**src/rtl/tetris_row_clear_ctrl.sv**
```systemverilog
// rtl/tetris_row_clear_ctrl.sv - line-clear sequencer for the playfield row store
// Optional weighted scoring is enabled by defining LINE_SCORE_EN.
module tetris_row_clear_ctrl #(
  parameter int                ROWS      = 24,
  parameter int                COLS      = 32,
  parameter int                AW        = 5,
  parameter logic [COLS-1:0]   FULL_MASK = 32'h00FFFF00
) (
  input  logic            clock,
  input  logic            resetn,
  input  logic            start,
  output logic            busy,
  output logic            done,
  output logic [AW-1:0]   row_addr,
  input  logic [COLS-1:0] row_rdata,
  output logic [COLS-1:0] row_wdata,
  output logic            row_we,
  output logic [AW-1:0]   lines,
  output logic [15:0]     score
);

  typedef enum logic [2:0] {
    S_IDLE,
    S_RD,
    S_WT,
    S_EV,
    S_CLR,
    S_FIN
  } state_t;

  localparam logic [AW-1:0] LAST_ROW = AW'(ROWS - 1);
  localparam logic [AW-1:0] ONE      = AW'(1);

  state_t        r_state, w_state_nxt;
  logic [AW-1:0] r_rd, w_rd_nxt;
  logic [AW-1:0] r_wr, w_wr_nxt;
  logic [AW-1:0] r_n, w_n_nxt;
  logic [AW-1:0] r_lines;
  logic [15:0]   r_score;
  logic          w_full;
  logic [15:0]   w_inc;
  logic [16:0]   w_sum;
  logic [15:0]   w_score_nxt;

  assign w_full = (row_rdata & FULL_MASK) == FULL_MASK;
  assign lines  = r_lines;
  assign score  = r_score;

  always_comb begin
    w_inc = '0;
`ifdef LINE_SCORE_EN
    if (r_n >= AW'(4))      w_inc = 16'd8;
    else if (r_n == AW'(3)) w_inc = 16'd5;
    else if (r_n == AW'(2)) w_inc = 16'd3;
    else if (r_n == AW'(1)) w_inc = 16'd1;
    else                    w_inc = 16'd0;
`else
    w_inc = 16'(r_n);
`endif
  end

  // Saturate rather than wrap so long games never reset the score.
  assign w_sum       = {1'b0, r_score} + {1'b0, w_inc};
  assign w_score_nxt = w_sum[16] ? 16'hFFFF : w_sum[15:0];

  always_comb begin
    w_state_nxt = r_state;
    w_rd_nxt    = r_rd;
    w_wr_nxt    = r_wr;
    w_n_nxt     = r_n;
    busy        = 1'b1;
    done        = 1'b0;
    row_addr    = '0;
    row_wdata   = '0;
    row_we      = 1'b0;
    case (r_state)
      S_IDLE: begin
        busy = 1'b0;
        if (start) begin
          w_rd_nxt    = LAST_ROW;
          w_wr_nxt    = LAST_ROW;
          w_n_nxt     = '0;
          w_state_nxt = S_RD;
        end
      end
      S_RD: begin
        row_addr    = r_rd;
        w_state_nxt = S_WT;
      end
      S_WT: begin
        row_addr    = r_rd;
        w_state_nxt = S_EV;
      end
      S_EV: begin
        row_addr = r_rd;
        if (w_full) begin
          w_n_nxt = r_n + ONE;
        end else begin
          w_wr_nxt = r_wr - ONE;
          if (r_wr != r_rd) begin
            row_addr  = r_wr;
            row_wdata = row_rdata;
            row_we    = 1'b1;
          end
        end
        // The clear count used here already includes the row just evaluated.
        if (r_rd == '0) begin
          w_state_nxt = (w_n_nxt != '0) ? S_CLR : S_FIN;
        end else begin
          w_rd_nxt    = r_rd - ONE;
          w_state_nxt = S_RD;
        end
      end
      S_CLR: begin
        row_addr = r_wr;
        row_we   = 1'b1;
        if (r_wr == '0) w_state_nxt = S_FIN;
        else            w_wr_nxt    = r_wr - ONE;
      end
      S_FIN: begin
        done        = 1'b1;
        w_state_nxt = S_IDLE;
      end
      default: w_state_nxt = S_IDLE;
    endcase
  end

  always_ff @(posedge clock) begin
    if (!resetn) begin
      r_state <= S_IDLE;
      r_rd    <= '0;
      r_wr    <= '0;
      r_n     <= '0;
      r_lines <= '0;
      r_score <= '0;
    end else begin
      r_state <= w_state_nxt;
      r_rd    <= w_rd_nxt;
      r_wr    <= w_wr_nxt;
      r_n     <= w_n_nxt;
      if (r_state == S_FIN) begin
        r_lines <= r_n;
        r_score <= w_score_nxt;
      end
    end
  end

endmodule

```
**config.mk**
```make
export PLATFORM = sky130hd
export DESIGN_NAME = tetris_row_clear_ctrl
export DESIGN_NICKNAME = d
export VERILOG_FILES = /design/src/rtl/tetris_row_clear_ctrl.sv
export SDC_FILE = /design/constraint.sdc
export NUM_CORES = 1
export LEC_CHECK = 0
export BUFFER_PORTS_ARGS = -buffer_cell sky130_fd_sc_hd__buf_4
export CORE_MARGIN = 4
export CORE_UTILIZATION = 31
export DETAILED_ROUTE_END_ITERATION = 16
export PLACE_DENSITY_LB_ADDON = 0.2
export SKIP_LAST_GASP = 1
export SYNTH_ARGS = -nofsm -noshare
export SYNTH_HDL_FRONTEND = slang
export SYNTH_SLANG_ARGS = --single-unit
```
**constraint.sdc**
```tcl
create_clock -name clock -period 6 [get_ports clock]
set_clock_uncertainty 0.1 [all_clocks]
set_input_delay 1.5 -clock clock [delete_from_list [all_inputs] [get_ports clock]]
set_output_delay 1.5 -clock clock [all_outputs]
set_load 0.05 [all_outputs]
```
Word-level counts from Yosys, hierarchy flattened
Index checks and enable logic that the tools add are counted.
- input bits: 35
- output and inout port bits: 61
- register bits: 39
- logic and storage cells: 60
- reductions and logical operators: 11
- add/subtract/negate cells: 4
- equal/unequal tests: 12
- mux-type cells: 27
- operators with widths (cell ; number):
    32-bit two-way mux ; 3
    5-bit two-way mux ; 9
    5-bit one-hot mux with 3 select lines ; 2
    5-bit one-hot mux with 2 select lines ; 2
    16-bit by 5-bit adder with 17-bit output ; 1
    16-bit equality test (second input constant) ; 1
    16-bit two-way mux ; 1
    3-bit one-hot mux with 5 select lines ; 1
    5-bit zero test ; 2
    2-bit != test (second input constant) ; 5
    5-bit by 1-bit subtractor with 5-bit output (second input constant) ; 2
    3-bit two-way mux ; 3
    3-bit by 2-bit equality test with 1-bit output (second input constant) ; 2
    3-bit equality test (second input constant) ; 2
    5-bit by 1-bit adder with 5-bit output (second input constant) ; 1
    1-bit two-way mux ; 5
    5-bit != test ; 1
    5-bit nonzero test ; 1
    2-bit AND reduction ; 2
    4-bit AND reduction ; 1
    3-bit by 1-bit equality test with 1-bit output (second input constant) ; 1
    3-bit zero test ; 1
    3-bit AND reduction ; 1
    3-bit nonzero test ; 1
    other kinds (3) ; 3

Longest topological paths before layout
- depth after elaboration: 7
- mapped depth: 9
- depth with buffers taken out: 8

Least setup slack after synthesis
Ideal clock, no wire load.
- kind: in2out
- start point: input port row_rdata[23]
- end point: output port row_addr[1]
- buffers on the path: 1
- data required time: 4400 ps
- cell stages on the path: 6
- slack: 1149 ps
- data arrival time: 3251 ps
- cells stage by stage: nand4_1 > or4_1 > buf_6 > nand2_1 > a21oi_1 > o22ai_1
- longest elaborated chain between the ends: 3
- RTL lines (item ; line ; source):
    from (decl) ; 15 ; input logic [COLS-1:0] row_rdata,
    16-bit equality test ; 45 ; assign w_full = (row_rdata & FULL_MASK) == FULL_MASK;
    5-bit two-way mux ; 96 ; if (w_full) begin
    5-bit one-hot mux with 3 select lines ; 76 ; case (r_state)
    to (decl) ; 14 ; output logic [AW-1:0] row_addr,
Every way passes these cells.

Worst setup path in the final report
- start point: input port row_rdata[18]
- end point: output port row_addr[2]
The elaborated chain is that of the path after synthesis.

==> impl_metrics.tcl <==
set metrics [dict create \
    drc_errors 0 \
    synth_seq_cells 39 \
    synthArstFlopShare_pct 0 \
    clk_latency_ns 0.29 \
    critPathMaxStageDelay_ns 0.55 \
    grt_pass1_wl_um 11600 \
    gr-total-overflow 0 \
    slowest_stage "nor4_4" \
    path_cells "buf_4 > nand4_1 > nor4_4 > a211oi_1 > a211oi_1 > a22o_1 > buf_4" \
    status "finished, final reports clean" \
    synth_common_cells "dfxtp_1 (39), nand2_1 (38), and2_1 (33)" \
    cp-start-kind "input pin" \
    cts_tree "done" \
    ys_top_cells_by_area "dfxtp_1 (30%), and2_1 (8.0%), nand2_1 (5.5%)" \
    setup_viol 0 \
    grt_pass1_vias 2503 \
    ant_nets 0 \
    grt_use_total_pct 14.3 \
    dp_hpwl_um 5580 \
    antennaDiodeCount 0 \
    io_buffers 95 \
    htree_levels 2 \
    grt_util_met3_pct 4.67 \
    cts_buffers 5 \
    avgRoutedWirePerCell_um 13.9 \
    fin_crit_sh_pct 80.8 \
    p_leak_nw 1.50 \
    layout_min_cycle_time_ns 4.85 \
    busiest_layer "met2" \
    cts_resized 0 \
    crit_path_end_kind "primary output" \
    cts_setup_buffers 0 \
    crit_buf_inv 2 \
    syn_area_per_cell_um2 7.96 \
    relSlewSlack_pct 27.6 \
    synth_ff_type "dfxtp_1" \
    synth_fp_nets 369 \
    drt_pass1_iterations 4 \
    setup_tns_ns 0 \
    dpl.cell_count 504 \
    initialDrtViolationCount 113 \
    synth_seq_area_share_pct 30.4 \
    synth.top_cell.area_share_pct 30.4 \
    antenna_found_initial 0 \
    crit_arrival_ns 3.25 \
    drive_above_1_share_pct 29.5 \
    crit_type "input pin to primary output" \
    maxSlewViolCount 0 \
    postLayoutCellArea_um2 3440 \
    synth_area_um2 2570 \
    dr_total_vias 2571 \
    met1_usage_pct 17.7 \
    synth_cells 323 \
    vdd_drop_max_uv 94.1 \
    place_area_um2 3340 \
    hold_violations 0 \
    cpLargestDelayFamily "compound AO/OA/AOI/OAI gates" \
    die_y_um 99.1 \
    rsz0062_at_grt "false" \
    fp.coreArea_um2 7890 \
    dieArea_um2 9810 \
    tightest_slew_ns 1.08 \
    ios 96 \
    holdCritPathClass "flop to flop" \
    synth_edf_count 0 \
    n_fill_cell 784 \
    gp_congestion 0.845 \
    clock_sinks 39 \
    grt_max_degree 34 \
    grtUsageMet2_pct 23.8 \
    ctsHoldBuffers 0 \
    clock_tree.buffer_depth 2 \
    yosys_warnings 0 \
    synth.distinct_cells 54 \
    root_buffer "clkbuf_8" \
    final_cells 512 \
    yosysTopAreaCell "dfxtp_1" \
    viasPerCell 5.02 \
    row_count 32 \
    die_w_um 99.1 \
    crit_fanout 8 \
    cp.required_ns 4.40 \
    p_per_area_nw_per_um2 196 \
    maxCapViolCount 0 \
    clkTransAtPathRegs_ns 0.08 \
    initial_utilization_pct 32.6 \
    wirelength_um 7140 \
    area_delta_synth_final_pct 33.7 \
    synth_most_common_cell "dfxtp_1" \
    fin_nets 455 \
    clock.fmax_mhz 206 \
]
[layout make-up]
cell class	count	area, um2	share of cell area (%)
inverter	15	56.3	1.64
sequential	39	781	22.7
tap	102	128	3.71
clock buffer	8	100	2.91
timing repair buffer	96	721	21.0
multi-input combinational	252	1650	48.1
[per-layer routing]
layer / vias to the layer above / part of all wire [%]
li1: 1317 / -
met5: - / 0
met4: 0 / 0.39
met2: 81 / 46
met1: 1171 / 46
met3: 2 / 7.5
[worst paths after layout]
kind                                 end  slack, ns                   from  cells past startpoint
setup / recovery             row_addr[2]       1.15          row_rdata[18]                      7
hold / removal     lines[0]$_SDFFE_PN0P_       0.36  lines[0]$_SDFFE_PN0P_                      2
setup reg to reg  score[13]$_SDFFE_PN0P_       3.23    r_n[0]$_SDFFE_PN0P_                      8
hold reg to reg    lines[0]$_SDFFE_PN0P_       0.36  lines[0]$_SDFFE_PN0P_                      2
[power by group]
group,internal [W],switching [W]
sequential,0.000271,0.0000232
combinational,0.0000717,0.000112
clock,0.000105,0.0000928
total,0.000447,0.000228
[cells by family after synthesis]
kind of cell,Yosys count,share of synthesized area (%)
muxes,3,1.27
buffers and inverters,32,5.35
and+or+nand+nor,145,30.0
DFF,39,30.4
AOI/OAI and AO/OA,73,20.5
xor gates and xnor gates,20,6.81
adders and majority gates,11,5.64
[cells in the final DEF, fill, tap and decap left out, types with 2 or more instances in the layout]
master and count:
nor4b_1 2, nand3b_1 3, o311a_1 4, and2_1 33, o221a_2 7, nand4_1 7
or4_1 2, o21bai_1 3, o211ai_1 2, xor2_1 16, a21oi_1 22, a22o_1 3
inv_1 15, a211oi_1 6, xnor2_1 4, dfxtp_1 39, clkbuf_8 7, nand2b_1 3
buf_4 96, nor2_1 25, o21ai_1 2, nand2_1 38, o21ai_0 7, ha_1 10
mux2_2 2, nor3_1 11, a31oi_1 2, a21o_1 3, and3_1 3, a311oi_1 3
nand3_1 8
[sequential cells by signal, summed over array words and instances (netlist names)]
| signal | flops |
|---|---|
| r_n | 5 |
| r_wr | 5 |
| score | 16 |
| lines | 5 |
| r_state | 3 |
| r_rd | 5 |
[stage by stage]
stage                     utilization, %  setup slack (ns)  total power [W]  hold WS, ns
final                               43.6              1.15         0.000675        0.363
after CTS                           43.6              1.13         0.000683        0.367
after detailed placement            42.3              1.15         0.000483        0.352
after global placement              42.3              1.19         0.000481        0.352
after floorplan                        -              1.15         0.000425        0.382
after global routing                43.6             0.997         0.000710        0.391
[worst register-to-register path: cells and delay by family, from the launching register on]
kind / cells / cell delay (ns)
compound gates: 3 / 1.18
fa+ha+maj: 2 / 0.46
buf+inv: 1 / 0.08
flops: 1 / 0.39
simple gates: 2 / 0.41
Note: power is estimated with default switching activity, not from simulation.
